$ cat src/rtl/btn_debouncer_pkg.sv
// Shared definitions for the direction-button debouncer: per-channel FSM
// encoding, button bit positions and a small elaboration helper.
package btn_pkg;

  typedef enum logic [1:0] {
    IDLE         = 2'd0,
    WAIT_PRESS   = 2'd1,
    HELD         = 2'd2,
    WAIT_RELEASE = 2'd3
  } btn_state_t;

  localparam int BTN_RIGHT = 0;
  localparam int BTN_LEFT  = 1;
  localparam int BTN_DOWN  = 2;
  localparam int BTN_UP    = 3;
  localparam int NUM_BTN   = 4;

  function automatic int max_int(input int a, input int b);
    return (a > b) ? a : b;
  endfunction

endpackage

$ cat src/rtl/btn_debouncer_if.sv
// Button bundle between the raw pads and the block controller.
// btn_raw is asynchronous; btn_level/btn_pulse/dbg_state are clk-synchronous and registered.
interface btn_debouncer_if;

  logic [btn_pkg::NUM_BTN-1:0]   btn_raw;
  logic [btn_pkg::NUM_BTN-1:0]   btn_level;
  logic [btn_pkg::NUM_BTN-1:0]   btn_pulse;
  // Two bits of FSM state per channel, channel g at [2g+1:2g].
  logic [2*btn_pkg::NUM_BTN-1:0] dbg_state;

  modport master (
    output btn_raw,
    input  btn_level,
    input  btn_pulse,
    input  dbg_state
  );

  modport slave (
    input  btn_raw,
    output btn_level,
    output btn_pulse,
    output dbg_state
  );

endinterface

$ cat src/rtl/btn_debouncer_channel.sv
// One debounced button: 2-flop synchronizer, press/release FSM and, when
// BTN_REPEAT_EN is defined, an auto-repeat pulse generator while held.
module debounce_channel
  import btn_pkg::*;
#(
  parameter int DEB_CYCLES    = 500000
`ifdef BTN_REPEAT_EN
  ,
  parameter int REPEAT_DELAY  = 50000000,
  parameter int REPEAT_PERIOD = 10000000
`endif
) (
  input  logic       clk,
  input  logic       rst,
  input  logic       i_raw,
  output logic       o_level,
  output logic       o_pulse,
  output btn_state_t o_state
);

  localparam int             CW      = $clog2(DEB_CYCLES);
  localparam logic [CW-1:0]  CNT_MAX = CW'(DEB_CYCLES - 1);

  logic          r_sync1;
  logic          r_sync2;
  btn_state_t    r_state;
  btn_state_t    w_state_nxt;
  logic [CW-1:0] r_cnt;
  logic [CW-1:0] w_cnt_nxt;
  logic          r_level;
  logic          r_pulse;
  logic          w_level_nxt;
  logic          w_press;
  logic          w_pulse_nxt;

  always_comb begin
    w_state_nxt = r_state;
    w_cnt_nxt   = r_cnt;
    w_press     = 1'b0;
    case (r_state)
      IDLE: begin
        if (r_sync2) begin
          w_state_nxt = WAIT_PRESS;
          w_cnt_nxt   = '0;
        end
      end
      WAIT_PRESS: begin
        if (!r_sync2) begin
          w_state_nxt = IDLE;
        end else if (r_cnt == CNT_MAX) begin
          w_state_nxt = HELD;
          w_press     = 1'b1;
        end else begin
          w_cnt_nxt = r_cnt + 1'b1;
        end
      end
      HELD: begin
        if (!r_sync2) begin
          w_state_nxt = WAIT_RELEASE;
          w_cnt_nxt   = '0;
        end
      end
      WAIT_RELEASE: begin
        // A short dropout returns to HELD silently; only a stable low releases.
        if (r_sync2) begin
          w_state_nxt = HELD;
        end else if (r_cnt == CNT_MAX) begin
          w_state_nxt = IDLE;
        end else begin
          w_cnt_nxt = r_cnt + 1'b1;
        end
      end
      default: begin
        w_state_nxt = IDLE;
        w_cnt_nxt   = '0;
      end
    endcase
    w_level_nxt = (w_state_nxt == HELD) || (w_state_nxt == WAIT_RELEASE);
  end

`ifdef BTN_REPEAT_EN
  localparam int            RMAX      = max_int(REPEAT_DELAY, REPEAT_PERIOD);
  localparam int            RW        = (RMAX > 1) ? $clog2(RMAX) : 1;
  localparam logic [RW-1:0] RDLY_LAST = RW'(REPEAT_DELAY - 1);
  localparam logic [RW-1:0] RPER_LAST = RW'(REPEAT_PERIOD - 1);

  logic [RW-1:0] r_rcnt;
  logic [RW-1:0] w_rcnt_nxt;
  logic          r_rfirst;
  logic          w_rfirst_nxt;
  logic          w_repeat;

  always_comb begin
    w_rcnt_nxt   = r_rcnt;
    w_rfirst_nxt = r_rfirst;
    w_repeat     = 1'b0;
    if ((w_state_nxt == HELD) && (r_state != HELD)) begin
      w_rcnt_nxt   = '0;
      w_rfirst_nxt = 1'b1;
    end else if ((w_state_nxt == HELD) && (r_state == HELD)) begin
      // First interval is the long delay, later ones the short period.
      if (r_rcnt == (r_rfirst ? RDLY_LAST : RPER_LAST)) begin
        w_repeat     = 1'b1;
        w_rcnt_nxt   = '0;
        w_rfirst_nxt = 1'b0;
      end else begin
        w_rcnt_nxt = r_rcnt + 1'b1;
      end
    end
  end

  always_ff @(posedge clk or posedge rst) begin
    if (rst) begin
      r_rcnt   <= '0;
      r_rfirst <= 1'b1;
    end else begin
      r_rcnt   <= w_rcnt_nxt;
      r_rfirst <= w_rfirst_nxt;
    end
  end

  assign w_pulse_nxt = w_press | w_repeat;
`else
  assign w_pulse_nxt = w_press;
`endif

  always_ff @(posedge clk or posedge rst) begin
    if (rst) begin
      r_sync1 <= 1'b0;
      r_sync2 <= 1'b0;
      r_state <= IDLE;
      r_cnt   <= '0;
      r_level <= 1'b0;
      r_pulse <= 1'b0;
    end else begin
      r_sync1 <= i_raw;
      r_sync2 <= r_sync1;
      r_state <= w_state_nxt;
      r_cnt   <= w_cnt_nxt;
      r_level <= w_level_nxt;
      r_pulse <= w_pulse_nxt;
    end
  end

  assign o_level = r_level;
  assign o_pulse = r_pulse;
  assign o_state = r_state;

endmodule

$ cat src/rtl/btn_debouncer.sv
// Four independent debounced direction buttons {up, down, left, right}.
// Auto-repeat is compiled in when BTN_REPEAT_EN is defined.
module btn_debouncer
  import btn_pkg::*;
#(
  parameter int DEB_CYCLES    = 500000
`ifdef BTN_REPEAT_EN
  ,
  parameter int REPEAT_DELAY  = 50000000,
  parameter int REPEAT_PERIOD = 10000000
`endif
) (
  input logic             clk,
  input logic             rst,
  btn_debouncer_if.slave  bus
);

  for (genvar g = 0; g < NUM_BTN; g++) begin : g_ch
    btn_state_t w_state;

    debounce_channel #(
      .DEB_CYCLES    (DEB_CYCLES)
`ifdef BTN_REPEAT_EN
      ,
      .REPEAT_DELAY  (REPEAT_DELAY),
      .REPEAT_PERIOD (REPEAT_PERIOD)
`endif
    ) u_ch (
      .clk     (clk),
      .rst     (rst),
      .i_raw   (bus.btn_raw[g]),
      .o_level (bus.btn_level[g]),
      .o_pulse (bus.btn_pulse[g]),
      .o_state (w_state)
    );

    assign bus.dbg_state[2*g +: 2] = w_state;
  end

endmodule
$ cat src/flat_wrapper.sv
// flat-port wrapper written by rule: the top's interface ports become plain ports
module btn_debouncer_flat import btn_pkg::*;
#(
  parameter int DEB_CYCLES    = 500000

)
  (clk, rst, bus_btn_raw, bus_btn_level, bus_btn_pulse, bus_dbg_state);
  btn_debouncer_if bus_i ();
  input logic clk;
  input logic rst;
  input wire logic [$bits(bus_i.btn_raw)-1:0] bus_btn_raw;
  output wire logic [$bits(bus_i.btn_level)-1:0] bus_btn_level;
  output wire logic [$bits(bus_i.btn_pulse)-1:0] bus_btn_pulse;
  output wire logic [$bits(bus_i.dbg_state)-1:0] bus_dbg_state;
  assign bus_i.btn_raw = bus_btn_raw;
  assign bus_btn_level = bus_i.btn_level;
  assign bus_btn_pulse = bus_i.btn_pulse;
  assign bus_dbg_state = bus_i.dbg_state;
  btn_debouncer #(.DEB_CYCLES(DEB_CYCLES)) u_core (.clk(clk), .rst(rst), .bus(bus_i));
endmodule
$ cat config.mk
export PLATFORM = sky130hd
export DESIGN_NAME = btn_debouncer_flat
export DESIGN_NICKNAME = d
export VERILOG_FILES = /design/src/rtl/btn_debouncer_pkg.sv /design/src/rtl/btn_debouncer_if.sv /design/src/rtl/btn_debouncer_channel.sv /design/src/rtl/btn_debouncer.sv /design/src/flat_wrapper.sv
export SDC_FILE = /design/constraint.sdc
export NUM_CORES = 1
export LEC_CHECK = 0
export BUFFER_PORTS_ARGS = -buffer_cell sky130_fd_sc_hd__buf_2
export CAP_MARGIN = 30
export CORE_ASPECT_RATIO = 0.75
export CORE_MARGIN = 2
export CORE_UTILIZATION = 62
export DETAILED_ROUTE_END_ITERATION = 12
export PLACE_DENSITY = 0.86
export REMOVE_ABC_BUFFERS = 1
export SYNTH_ARGS = -nofsm -noshare
export SYNTH_HDL_FRONTEND = slang
export SYNTH_HIERARCHICAL = 1
export SYNTH_SLANG_ARGS = --single-unit
$ cat constraint.sdc
create_clock -name clk -period 2.9 [get_ports clk]
set_clock_uncertainty 0.15 [all_clocks]
set_input_delay 0.435 -clock clk [delete_from_list [all_inputs] [get_ports clk]]
set_output_delay 0.435 -clock clk [all_outputs]
set_load 0.02 [all_outputs]
**Yosys cells after proc, flatten, opt, wreduce, memory -nomap -nowiden**

Index checks and enable logic that the tools add are counted.

- Flip-flop bits (word level): 100
- Input port bits: 6
- Logic and storage cells: 144

- Add/sub/neg operators: 4
- Equal/unequal tests: 40
- Muxes and demuxes: 64
- Reductions and logical operators: 12

Operators with widths:

| operator | count |
|---|---|
| 19-bit 2-to-1 mux | 20 |
| 19-bit case mux with 4 select lines | 4 |
| 19-bit by 1-bit adder with 19-bit output, second input constant | 4 |
| 19-bit equality test, second input constant | 4 |
| 2-bit 2-to-1 mux | 24 |
| 2-bit equality test, second input constant | 16 |
| 2-bit inequality test, second input constant | 16 |
| 2-bit case mux with 4 select lines | 4 |
| 4-bit AND reduction | 4 |
| 1-bit 2-to-1 mux | 12 |
| 2-bit by 1-bit equality test with 1-bit output, second input constant | 4 |
| 2-bit logical NOT | 4 |
| 1-bit logical OR | 4 |

**Longest topological paths before layout**

- Depth after elaboration: 6
- Mapped depth: 8
- Gate-level depth less buffers: 6

**Modules after synthesis**

Netlist, hierarchy kept.

Modules (own cells, without submodules):

| module | instances | cells each | area an instance (um^2) | seq. area each (um^2) |
|---|---|---|---|---|
| debounce_channel (u_core.g_ch[0].u_ch ...) | 3 | 136 | 1332.5 | 600.6 |
| debounce_channel (u_core.g_ch[3].u_ch) | 1 | 128 | 1312.5 | 625.6 |

**Least setup slack after synthesis**

Ideal clock, no wire load.

- Path type: reg2reg
- From: register u_core.g_ch[3].u_ch.r_cnt[0]
- To: register u_core.g_ch[3].u_ch.r_cnt[14]
- Arrival time: 1.839 ns
- Data required time: 2.672 ns
- Path slack: 0.833 ns
- Cell stages (with the launch flop): 7
- Clock period less this slack: 2.067 ns
- Cell sequence: dfrtp_1 ha_1 nand3_1 or3_1 clkbuf_1 or4_1 a21oi_1

- Word-level cells in the longest chain between the ends: 4

RTL lines:

| what | line | text |
|---|---|---|
| from (decl) | btn_debouncer_channel.sv:28 | `logic [CW-1:0] r_cnt;` |
| from (signal assigned) | btn_debouncer_channel.sv:139 | `r_cnt <= w_cnt_nxt;` |
| 19-bit by 1-bit adder with 19-bit output or 19-bit equality test (tied branches) | -- |  |
| 19-bit 2-to-1 mux * | btn_debouncer_channel.sv:50, btn_debouncer_channel.sv:67 |  |
| 19-bit 2-to-1 mux (on tied branches) | btn_debouncer_channel.sv:65, btn_debouncer_channel.sv:48 |  |
| 19-bit case mux with 4 select lines * | btn_debouncer_channel.sv:40 | `case (r_state)` |

Every way passes the cells marked *; elsewhere a longest branch is shown, timed or not. The select of a mux whose other input is x is not followed.
A chain may end at the register's enable or synchronous reset.

**Worst setup path in the final report**

- From: register u_core.g_ch[3].u_ch.r_cnt[12]
- To: register u_core.g_ch[3].u_ch.r_cnt[0]

- Word-level cells in the longest chain between the ends: 4

RTL lines:

| what | line |
|---|---|
| 19-bit equality test * | btn_debouncer_channel.sv:50, btn_debouncer_channel.sv:67 |
| 19-bit 2-to-1 mux * | -- |
| 19-bit 2-to-1 mux (on tied branches) | -- |
| 19-bit case mux with 4 select lines * | -- |

Marks and branches as above.

==> flow_metrics.py <==
metrics = {
    "status": {
        "outcome": "complete, no violations",
    },
    "worst_setup_path": {
        "reg2reg_slack_ns": 0.53,
        "critical_path_arrival_ns": 2.45,
        "crit_fanout": 8,
        "startpoint_type": "flop",
        "crit_required_ns": 2.98,
        "worstSetupPathType": "flop to flop",
        "timing.rr.start": "u_core/g_ch[3].u_ch/r_cnt[12]$_DFFE_PP0P_",
        "reg2reg_to": "u_core/g_ch[3].u_ch/r_cnt[0]$_DFFE_PP0P_",
        "end_kind": "flop",
        "worst_r2r_path_depth": 4,
        "critical_path.startpoint": "u_core/g_ch[3].u_ch/r_cnt[12]$_DFFE_PP0P_",
    },
    "clocking": {
        "clk_pin_slew_ns": 0.07,
        "root_buffer": "clkbuf_16",
        "cts_buffer_depth": 2,
        "clock_latency_ns": 0.34,
        "cts_tree": "yes",
        "cts.sinks": 97,
        "cts-resized-gates": 0,
        "cts_hold_buffers": 0,
        "cts_setup_buffers": 0,
        "htree_levels": 3,
        "cts_buffers": 9,
    },
    "global_route": {
        "overflow": 0,
        "grt_antenna_before_repair": 0,
        "grt_max_degree": 26,
        "grt_pass1_vias": 4065,
        "grt_use_total_pct": 25.59,
        "grt_pass1_wl_um": 19740,
    },
    "final_layout": {
        "mostFrequentLayoutCells": "97 x dfrtp_1, 39 x o21ai_0, 36 x nand2_1",
        "layout_commonest_cell": "dfrtp_1",
        "antenna_cells": 0,
        "drive_gt1_share_pct": 12.84,
        "nets": 558,
        "area_growth_pct": 7.469,
    },
    "routing": {
        "drtAntennaViolNets": 0,
        "viasPerCell": 6.861,
        "wl_um": 11770,
        "first_pass_iters": 5,
        "drtIter0Drc": 496,
        "drc": 0,
        "wl_per_cell_um": 17.80,
        "via_count": 4535,
    },
    "floorplanning": {
        "rows": 29,
        "core_area_mm2": 0.008382,
        "io_pins": 22,
        "initial_core_util_pct": 63.35,
        "die_h_um": 84.15,
        "die_area_mm2": 0.009328,
        "die_w_um": 110.9,
    },
    "power_and_ir_drop": {
        "switching_power_uw": 709.6,
        "p_leak_uw": 0.002438,
        "combPwrFrac_pct": 7.0,
        "pwr-share-seq_pct": 51.7,
        "finalPower_uw": 2780,
        "power_switching_share_pct": 25.52,
        "powerDensity_mw_per_mm2": 487.2,
        "pwr-share-clk_pct": 41.3,
        "irDropWorstVdd_mv": 0.4141,
        "p_int_uw": 2071,
    },
    "timing": {
        "finalSetupViolCount": 0,
        "worst_pin_slew_ns": 0.9172,
        "fin_crit_sh_pct": 81.73,
        "drv_slew": 0,
        "hold_violations": 0,
        "rsz0062_at_grt": "false",
        "setup_tns_ns": 0,
        "max_clock_freq_mhz": 421.9,
        "fin_crit_ns": 2.370,
        "whs_ns": 0.04360,
        "slew_headroom_pct": 38.78,
    },
    "yosys": {
        "synthMuxAreaShare_pct": 1.461,
        "avgSynthCellArea_um2": 9.907,
        "synth_top_area_share_pct": 45.71,
        "synthAdderAreaFrac_pct": 0.9425,
        "synth_top_family_by_area": "simple AND/OR/NAND/NOR gates",
        "synth_xor_area_share_pct": 1.626,
        "yosys.area_share.simple_pct": 23.70,
        "async_reset_ff_share_pct": 100.0,
        "netlist-cell-type-count": 55,
        "ys.flop_type": "dfrtp_1",
        "synth_cells": 536,
        "ys_seq_elements": 97,
        "netlist_area_mm2": 0.005310,
        "synth_edf_count": 0,
        "ys_warn_count": 6,
        "ys_seq_area_share_pct": 45.71,
        "yosys-top-cells-area": "dfrtp_1 46%, o31ai_1 4.0%, o21ai_0 3.7%",
        "synth-compound-area-share_pct": 21.96,
        "synth_area_leader_cell": "dfrtp_1",
    },
    "hold_path": {
        "hold_start": "bus_btn_raw[3]",
        "min_to": "u_core/g_ch[3].u_ch/r_sync1$_DFF_PP0_",
        "holdPathStages": 1,
        "min_path_type": "primary input to flop",
    },
    "run": {
        "max_cap_violations": 0,
    },
    "placement": {
        "portBuffers": 21,
        "dp_hpwl_um": 8023,
        "gp_congestion": 0.9387,
    },
}
==> critical path, cell delays in order (launching register included) <==
cell and delay, ns:
dfrtp_1 0.46, nor4bb_1 0.45, nand3_1 0.29, o21ai_0 0.51, mux2_2 0.40
==> cells by family after synthesis <==
group / Yosys count
simple gates: 198
compound gates: 177
flops: 97
buf+inv: 44
xor+xnor: 9
mux: 7
fa+ha+maj: 4
==> power groups by stage <==
stage	clock [uW]	sequential [uW]	combinational, uW
final	1150	1440	195
after detailed placement	0	1460	192
after CTS	1180	1440	195
after global placement	0	1460	186
after global routing	1230	1440	217
after floorplan	0	1460	130
==> cells in the mapped netlist, drive strengths merged (6+ instances only) <==
master and count:
dfrtp 97, o21ai 60, nand2 39, nand3 34
o31ai 31, nand4 27, a31oi 23, buf 22
a21oi 21, nor2 16, and3 15, inv 15
nor3 12, o41ai 12, or3 10, or4 8
a21o 7, and4 6, mux2 6, nor3b 6
nor4b 6, o21a 6
==> registers in the layout, indices dropped and copies added (netlist names) <==
| name | count |
|---|---|
| u_core/g_ch.u_ch/o_pulse | 4 |
| u_core/g_ch.u_ch/r_sync1 | 4 |
| u_core/g_ch.u_ch/r_cnt | 76 |
| u_core/g_ch.u_ch/o_state | 5 |
| u_core/g_ch.u_ch/o_level | 4 |
| u_core/g_ch.u_ch/r_sync2 | 4 |
==> metrics by stage <==
stage	setup slack (ns)	utilization (%)	instance area [um2]	instances
floorplan	0.7319	-	5134	510
global placement	0.7516	64.65	5419	645
detailed placement	0.6130	64.65	5419	645
CTS	0.6071	68.08	5707	661
global route	0.3848	68.08	5707	661
finish	0.5298	68.08	5707	661
==> per-layer routing <==
metal  routed length (um)  vias up  track usage, %
li1                     -     2110               -
met1                 5400     2172           38.69
met2                 5303      234           37.65
met3                  945       19           5.776
met4                  116        0           6.818
met5                    0        -               0
==> worst max path at each step <==
| stage | endpoint | slack [ns] | cells after the start |
|---|---|---|---|
| after floorplan | u_core/g_ch[0].u_ch/r_cnt[7]$_DFFE_PP0P_ | 0.73 | 6 |
| after global placement | u_core/g_ch[3].u_ch/r_cnt[0]$_DFFE_PP0P_ | 0.75 | 5 |
| after detailed placement | u_core/g_ch[3].u_ch/r_cnt[0]$_DFFE_PP0P_ | 0.61 | 4 |
| after CTS | u_core/g_ch[3].u_ch/r_cnt[0]$_DFFE_PP0P_ | 0.61 | 4 |
| after global routing | u_core/g_ch[3].u_ch/r_cnt[0]$_DFFE_PP0P_ | 0.38 | 4 |
| final | u_core/g_ch[3].u_ch/r_cnt[0]$_DFFE_PP0P_ | 0.53 | 4 |
==> cell type report <==
| cell class | instances | area, um2 |
|---|---|---|
| Fill cell | 616 | 2675 |
| Multi-Input combinational cell | 395 | 2639 |
| Tap cell | 108 | 135.1 |
| Timing Repair Buffer | 27 | 150.1 |
| Clock inverter | 6 | 48.80 |
| Sequential cell | 97 | 2427 |
| Clock buffer | 10 | 239.0 |
| Inverter | 18 | 67.56 |
Power figures use the tool's default switching activity.
